**config.mk**
```make
export PLATFORM = sky130hd
export DESIGN_NAME = mem_access_stage
export DESIGN_NICKNAME = d
export VERILOG_FILES = /design/src/rtl/mem_access_stage.sv
export SDC_FILE = /design/constraint.sdc
export NUM_CORES = 1
export LEC_CHECK = 0
export BUFFER_PORTS_ARGS = -buffer_cell sky130_fd_sc_hd__buf_2
export CORE_UTILIZATION = 55
export CTS_CLUSTER_SIZE = 14
export DETAILED_ROUTE_END_ITERATION = 10
export GPL_ROUTABILITY_DRIVEN = 0
export PLACE_DENSITY = 0.9
export SYNTH_ARGS = -nofsm -noshare
export SYNTH_HDL_FRONTEND = slang
export SYNTH_SLANG_ARGS = --single-unit
```
**constraint.sdc**
```tcl
create_clock -name CLK -period 5.9 [get_ports CLK]
set_input_delay 1.18 -clock CLK [delete_from_list [all_inputs] [get_ports CLK]]
set_output_delay 1.18 -clock CLK [all_outputs]
set_load 0.05 [all_outputs]
```
**src/rtl/mem_access_stage.sv**
```systemverilog
// Memory-access pipeline stage: issues data-cache requests with a req/hit
// handshake, stalls upstream latches until the cache answers, tracks the
// LL/SC link register (snoop-invalidatable) and latches the processor halt.
module mem_access_stage #(
    parameter int ADDR_W      = 32,
    parameter int DATA_W      = 32,
    parameter int OFFSET_BITS = 2
) (
    input  logic              CLK,
    input  logic              nRST,
    input  logic              valid_in,
    input  logic              ren_in,
    input  logic              wen_in,
    input  logic              ll_in,
    input  logic              sc_in,
    input  logic              halt_in,
    input  logic [ADDR_W-1:0] addr_in,
    input  logic [DATA_W-1:0] wdat_in,
    input  logic              dhit,
    input  logic [DATA_W-1:0] dload,
    input  logic              snoop_inv,
    input  logic [ADDR_W-1:0] snoop_addr,
    output logic              dREN,
    output logic              dWEN,
    output logic [ADDR_W-1:0] daddr,
    output logic [DATA_W-1:0] dstore,
    output logic              stall,
    output logic              memwb_enable,
    output logic [DATA_W-1:0] result_out,
    output logic              halted
);

    localparam int WA_W = ADDR_W - OFFSET_BITS;

    typedef enum logic [1:0] {
        IDLE   = 2'd0,
        REQ    = 2'd1,
        HALTED = 2'd2
    } state_t;

    state_t            state_q, state_d;
    logic              req_ren_q, req_ren_d;
    logic              req_wen_q, req_wen_d;
    logic              req_sc_q, req_sc_d;
    logic              req_ll_q, req_ll_d;
    logic [ADDR_W-1:0] req_addr_q, req_addr_d;
    logic [DATA_W-1:0] req_wdat_q, req_wdat_d;
    logic              link_valid_q, link_valid_d;
    logic [WA_W-1:0]   link_addr_q, link_addr_d;

    // Word-granular address views; byte offsets never matter for the link.
    logic [WA_W-1:0] addr_in_word;
    logic [WA_W-1:0] snoop_word;
    logic [WA_W-1:0] req_word;
    logic            unused_snoop_offset;

    assign addr_in_word        = addr_in[ADDR_W-1:OFFSET_BITS];
    assign snoop_word          = snoop_addr[ADDR_W-1:OFFSET_BITS];
    assign req_word            = req_addr_q[ADDR_W-1:OFFSET_BITS];
    assign unused_snoop_offset = ^snoop_addr[OFFSET_BITS-1:0];

    logic snoop_hits_link;
    logic snoop_hits_req;
    logic sc_fails;

    // A snoop hitting the current link kills it, even in the cycle an SC is judged.
    assign snoop_hits_link = snoop_inv && link_valid_q && (snoop_word == link_addr_q);
    assign snoop_hits_req  = snoop_inv && (snoop_word == req_word);
    assign sc_fails        = !link_valid_q || (addr_in_word != link_addr_q) || snoop_hits_link;

    // State, request and link registers with asynchronous active-low reset.
    always_ff @(posedge CLK or negedge nRST) begin
        if (!nRST) begin
            state_q      <= IDLE;
            req_ren_q    <= 1'b0;
            req_wen_q    <= 1'b0;
            req_sc_q     <= 1'b0;
            req_ll_q     <= 1'b0;
            req_addr_q   <= '0;
            req_wdat_q   <= '0;
            link_valid_q <= 1'b0;
            link_addr_q  <= '0;
        end else begin
            state_q      <= state_d;
            req_ren_q    <= req_ren_d;
            req_wen_q    <= req_wen_d;
            req_sc_q     <= req_sc_d;
            req_ll_q     <= req_ll_d;
            req_addr_q   <= req_addr_d;
            req_wdat_q   <= req_wdat_d;
            link_valid_q <= link_valid_d;
            link_addr_q  <= link_addr_d;
        end
    end

    // Next-state, request latching, link update and pipeline-control outputs.
    always_comb begin
        logic ll_done;
        logic clear_link;

        state_d      = state_q;
        req_ren_d    = req_ren_q;
        req_wen_d    = req_wen_q;
        req_sc_d     = req_sc_q;
        req_ll_d     = req_ll_q;
        req_addr_d   = req_addr_q;
        req_wdat_d   = req_wdat_q;
        link_valid_d = link_valid_q;
        link_addr_d  = link_addr_q;
        dREN         = 1'b0;
        dWEN         = 1'b0;
        daddr        = '0;
        dstore       = '0;
        stall        = 1'b0;
        memwb_enable = 1'b1;
        result_out   = '0;
        ll_done      = 1'b0;
        clear_link   = 1'b0;

        case (state_q)
            IDLE: begin
                if (valid_in && halt_in) begin
                    state_d = HALTED;
                end else if (valid_in && wen_in && sc_in && sc_fails) begin
                    // Failed SC retires immediately with status 0 and no request.
                    clear_link = 1'b1;
                end else if (valid_in && (ren_in || wen_in)) begin
                    req_ren_d    = ren_in;
                    req_wen_d    = wen_in;
                    req_sc_d     = sc_in;
                    req_ll_d     = ll_in;
                    req_addr_d   = addr_in;
                    req_wdat_d   = wdat_in;
                    stall        = 1'b1;
                    memwb_enable = 1'b0;
                    state_d      = REQ;
                end
            end
            REQ: begin
                dREN   = req_ren_q;
                dWEN   = req_wen_q;
                daddr  = req_addr_q;
                dstore = req_wdat_q;
                if (dhit) begin
                    if (req_ren_q) begin
                        result_out = dload;
                    end else begin
                        result_out = {{(DATA_W-1){1'b0}}, req_sc_q};
                    end
                    ll_done    = req_ll_q;
                    clear_link = req_sc_q;
                    req_ren_d  = 1'b0;
                    req_wen_d  = 1'b0;
                    req_sc_d   = 1'b0;
                    req_ll_d   = 1'b0;
                    req_addr_d = '0;
                    req_wdat_d = '0;
                    state_d    = IDLE;
                end else begin
                    stall        = 1'b1;
                    memwb_enable = 1'b0;
                end
            end
            HALTED: begin
                stall        = 1'b1;
                memwb_enable = 1'b0;
            end
            default: begin
                state_d = IDLE;
            end
        endcase

        // A completing LL installs a new link unless a snoop on that same word
        // arrives in the same cycle; otherwise snoops on the old link clear it.
        if (ll_done) begin
            link_valid_d = !snoop_hits_req;
            link_addr_d  = req_word;
        end else if (clear_link || snoop_hits_link) begin
            link_valid_d = 1'b0;
        end
    end

    assign halted = (state_q == HALTED);

endmodule

```
**Word-level counts from Yosys, hierarchy flattened**

Cells that the tools add are included.

- Eq/ne operators: 11
- Mux-type cells: 56
- Bitwise logic cells: 1
- Reductions and logical operators: 19

Operator list:

| operator | count |
|---|---|
| 32-bit 2-to-1 mux | 12 |
| 32-bit case mux with 2 select lines | 2 |
| 30-bit equality test | 2 |
| 1-bit 2-to-1 mux | 30 |
| 30-bit inequality test | 1 |
| 1-bit case mux with 2 select lines | 5 |
| 1-bit logical AND | 8 |
| 2-bit 2-to-1 mux | 4 |
| 2-bit inequality test (second input constant) | 4 |
| 3-bit inequality test (second input constant) | 2 |
| 1-bit case mux with 3 select lines | 2 |
| 2-bit case mux with 3 select lines | 1 |
| 5-bit AND reduction | 1 |
| 1-bit logical OR | 4 |
| 4-bit AND reduction | 1 |
| 2-bit nonzero test | 2 |
| 2-bit by 1-bit equality test with 1-bit output (second input constant) | 1 |
| 2-bit equality test (second input constant) | 1 |
| 1-bit zero test | 2 |
| 2-bit zero test | 1 |
| 1-bit inverter | 1 |

- Register bits after elaboration: 101
- Input port bits: 138

**Logic depth before layout (Yosys ltp)**

- Depth after elaboration: 10
- Depth in mapped cells: 8
- Gate-level depth less buffers: 6

**Least setup slack after synthesis**

No wires, ideal clock.

- Kind: input to output
- Start point: input snoop_addr[24]
- End point: output memwb_enable
- Arrival: 3540 ps
- Data required time: 4720 ps
- Path slack: 1180 ps
- Stages on the path: 8
- Path buffers: 2
- Path through: xnor2_1 > nand3_1 > or4_4 > o41ai_4 > nor3_1 > buf_2 > buf_2 > nor4_2

- Longest elaborated chain between the ends: 7

Ends and longest elaborated chain:

| what | line | source |
|---|---|---|
| from (decl) | 22 | `input logic [ADDR_W-1:0] snoop_addr,` |
| 30-bit equality test | 67 | `assign snoop_hits_link = snoop_inv && link_valid_q && (snoop_word == link_addr_q);` |
| 1-bit logical AND | 67 |  |
| 1-bit logical OR | 69 | `assign sc_fails = !link_valid_q \|\| (addr_in_word != link_addr_q) \|\| snoop_hits_link;` |
| 1-bit logical AND | 124 | `end else if (valid_in && wen_in && sc_in && sc_fails) begin` |
| 1-bit 2-to-1 mux | 124 |  |
| 1-bit 2-to-1 mux | 122 | `if (valid_in && halt_in) begin` |
| 1-bit case mux with 3 select lines | 120 | `case (state_q)` |
| to (decl) | 28 | `output logic memwb_enable,` |

Every way passes these cells.

**Worst setup path in the final report**

- Start point: input addr_in[31]
- End point: output stall

- Longest elaborated chain between the ends: 7

Ends and longest elaborated chain:

| what | line | source |
|---|---|---|
| from (decl) | 17 | `input logic [ADDR_W-1:0] addr_in,` |
| 30-bit inequality test | 69 |  |
| 1-bit logical OR (2 in a row) | 69 |  |
| 1-bit logical AND | 124 |  |
| 1-bit 2-to-1 mux | 124 |  |
| 1-bit 2-to-1 mux | 122 |  |
| 1-bit case mux with 3 select lines | 120 |  |
| to (decl) | 27 | `output logic stall,` |

Every way passes these cells.

==> results.txt <==
FILL cells - 941
Row Count - 40
main combinational cell family by area after synthesis - simple AND/OR/NAND/NOR gates
Final nets - 1089
post-synthesis sequential area ratio - 37.1%
worst path arrival time - 3.51 ns
Slew @ Worst Pin - 1.02 ns
fin crit share - 79.5%
unrepaired setup endpoints after global routing - false
most common flop cell mapped by yosys - dfrtp_1
initial antenna violation count - 1
vias after detailed routing - 6942
Reg clk slew, reported paths - 0.06 ns
Layout area overhead - 21.6%
H-tree levels - 3
max_cap viols - 0
placeable core region - 0.0120 sq mm
final core utilization - 68.9%
share of the synthesized area in the top cell type - 37.1%
critical path type - input pin to output port
top area cells in the synthesized netlist - dfrtp_1 37%, xor2_1 7.2%, nand2_1 6.3%
global-route wire length before repair - 33.2 mm
Multi-input gate area - 0.00402 sq mm
Hold Crit Class - flip-flop to flip-flop
CTS tree - yes
Synth Area in Adders - 0%
IO Count - 239
Power Dens Cells - 201 mW/mm^2
Chip Height - 113 microns
gr ovfl total - 0
DRT Pass-1 Iters - 6
chip width - 113 microns
final wirelength - 21.3 mm
worst-path fanout max - 6
CP Capture Type - output port
Post-Syn Area per Cell - 8.95 sq um
clk sinks - 101
post-synthesis simple-gate area fraction - 28.9%
Startpoint Class - input pin
Final Skew - 0.00669 ns
clk_lat worst skew - 0.35 ns
status - completed
setup bufs post-CTS - 0
ANT nets after route - 0
flops & latches, synth - 101
largest net degree at the start of global routing - 107
Compound-Gate Fraction of Synth Area - 13.1%
post-route setup TNS - 0 ns
die footprint - 0.0128 sq mm
Netlist Area Pre-Place - 0.00680 sq mm
final hold slack - 0.513 ns
Leak - 0.00426 uW
hold path depth - 2
top-count cell post-synth - nand2_1
clk buf depth - 2
CP Data Required Time - 4.72 ns
DRC Markers - 0
Max Slew Vio Count - 0
DR vias/cell - 6.31
Mapped Cells - 760
post-synth top area cell - dfrtp_1
Post-Place Cells - 1087
maximum VDD drop - 0.000149 V
vias in the first global route - 6334
clock buffer count from CTS - 9
Hold Vio Cnt, Final - 0
hold buffer count at CTS - 0
async set or reset register ratio after synthesis - 100%
top cells by count, synth - 115 x nand2_1, 101 x dfrtp_1, 67 x and2_1
number of distinct library cells after synthesis - 37
multiplexer share of the synthesized area - 5.11%
number of flops mapped to enable cells by yosys - 0
Tot GR Track Use - 32.9%
placed inst area - 0.00800 sq mm
final instance area - 0.00827 sq mm
Net Count, Synth - 898
Setup Viol. Count Final - 0
area occupied by registers - 0.00253 sq mm
Rel. slew slack - 32.3%
share of cells above drive strength 1 - 31.9%
initial core utilization - 56.6%
r2r setup slk - 2.91 ns
Max Freq - 213 MHz
Final min period - 4.69 ns
CTS Root Buffer Type - clkbuf_16
Iteration-0 DRC Markers - 878
Ys Warns - 0
IO Port Bufs - 236
Layout Cells excl Fill - 1101
post-CTS sizing - 0
reg2reg path depth - 6
Synth Area in XOR/XNOR - 11.6%
DP HPWL - 14.4 mm
wire per inst - 19.4 microns
## final timing paths
path,startpoint,end
worst max-delay path,addr_in[31],stall
worst min-delay path,req_wdat_q[18],req_wdat_q[18]
worst max register to register,state_q[0],req_wdat_q[10]
worst min register to register,req_wdat_q[18],req_wdat_q[18]
max in group asynchronous,nRST,req_wdat_q[12]
min in group asynchronous,nRST,link_addr_q[9]
## through the flow
step	total power, uW	setup slack, ns
finish	1660	1.21
global route	1720	1.14
CTS	1660	1.30
detailed placement	1090	1.33
global placement	1080	1.32
floorplan	955	1.18
## per-layer routing
metal  global-route usage [%]  part of all wire, %
met3                     8.30                  9.9
met2                     51.0                   46
met1                     43.8                   40
met4                     14.5                  3.6
met5                        0                0.056
## cell type report
class	instances	area share, %
multi-input combinational	592	48.6
clock inverter	3	0.484
clock buffer	10	2.77
timing repair buffer	247	15.3
sequential	101	30.6
tap	147	2.22
antenna	1	0.0302
## worst max-delay path, cell delays in order
cell and delay (ns):
buf_2 0.12, xor2_1 0.15, nor4_1 0.53, nand4_1 0.27, or2_2 0.37, nor3_2 0.40
or4_1 0.20, buf_2 0.27
## cells by family after synthesis
family	after synthesis
AOI/OAI and AO/OA	109
xor gates and xnor gates	90
buffers and inverters	67
DFF	101
muxes	31
and+or+nand+nor	362
## flip-flops by register name, summed over array words and instances (netlist names), 2 cells and up
register / cells
state_q: 2
req_wdat_q: 32
req_addr_q: 32
link_addr_q: 30
## cells in the final DEF, fill, tap and decap left out, drive strengths merged, types with 30 or more instances in the layout
cell type | synthesis | layout
a22o | 31 | 31
a31oi | 34 | 34
and2 | 67 | 67
and3 | 31 | 31
buf | 14 | 247
dfrtp | 101 | 101
mux2 | 30 | 30
nand2 | 115 | 115
nand3 | 65 | 65
nand4b | 31 | 31
o221ai | 36 | 36
xnor2 | 34 | 34
xor2 | 56 | 56
## power by group
group	switching, uW	leakage, uW	internal (uW)	total [uW]
sequential	38.8	0.00104	726	765
clock	253	0.000134	321	574
combinational	186	0.00309	137	323
Note: power is estimated with default switching activity, not from simulation.
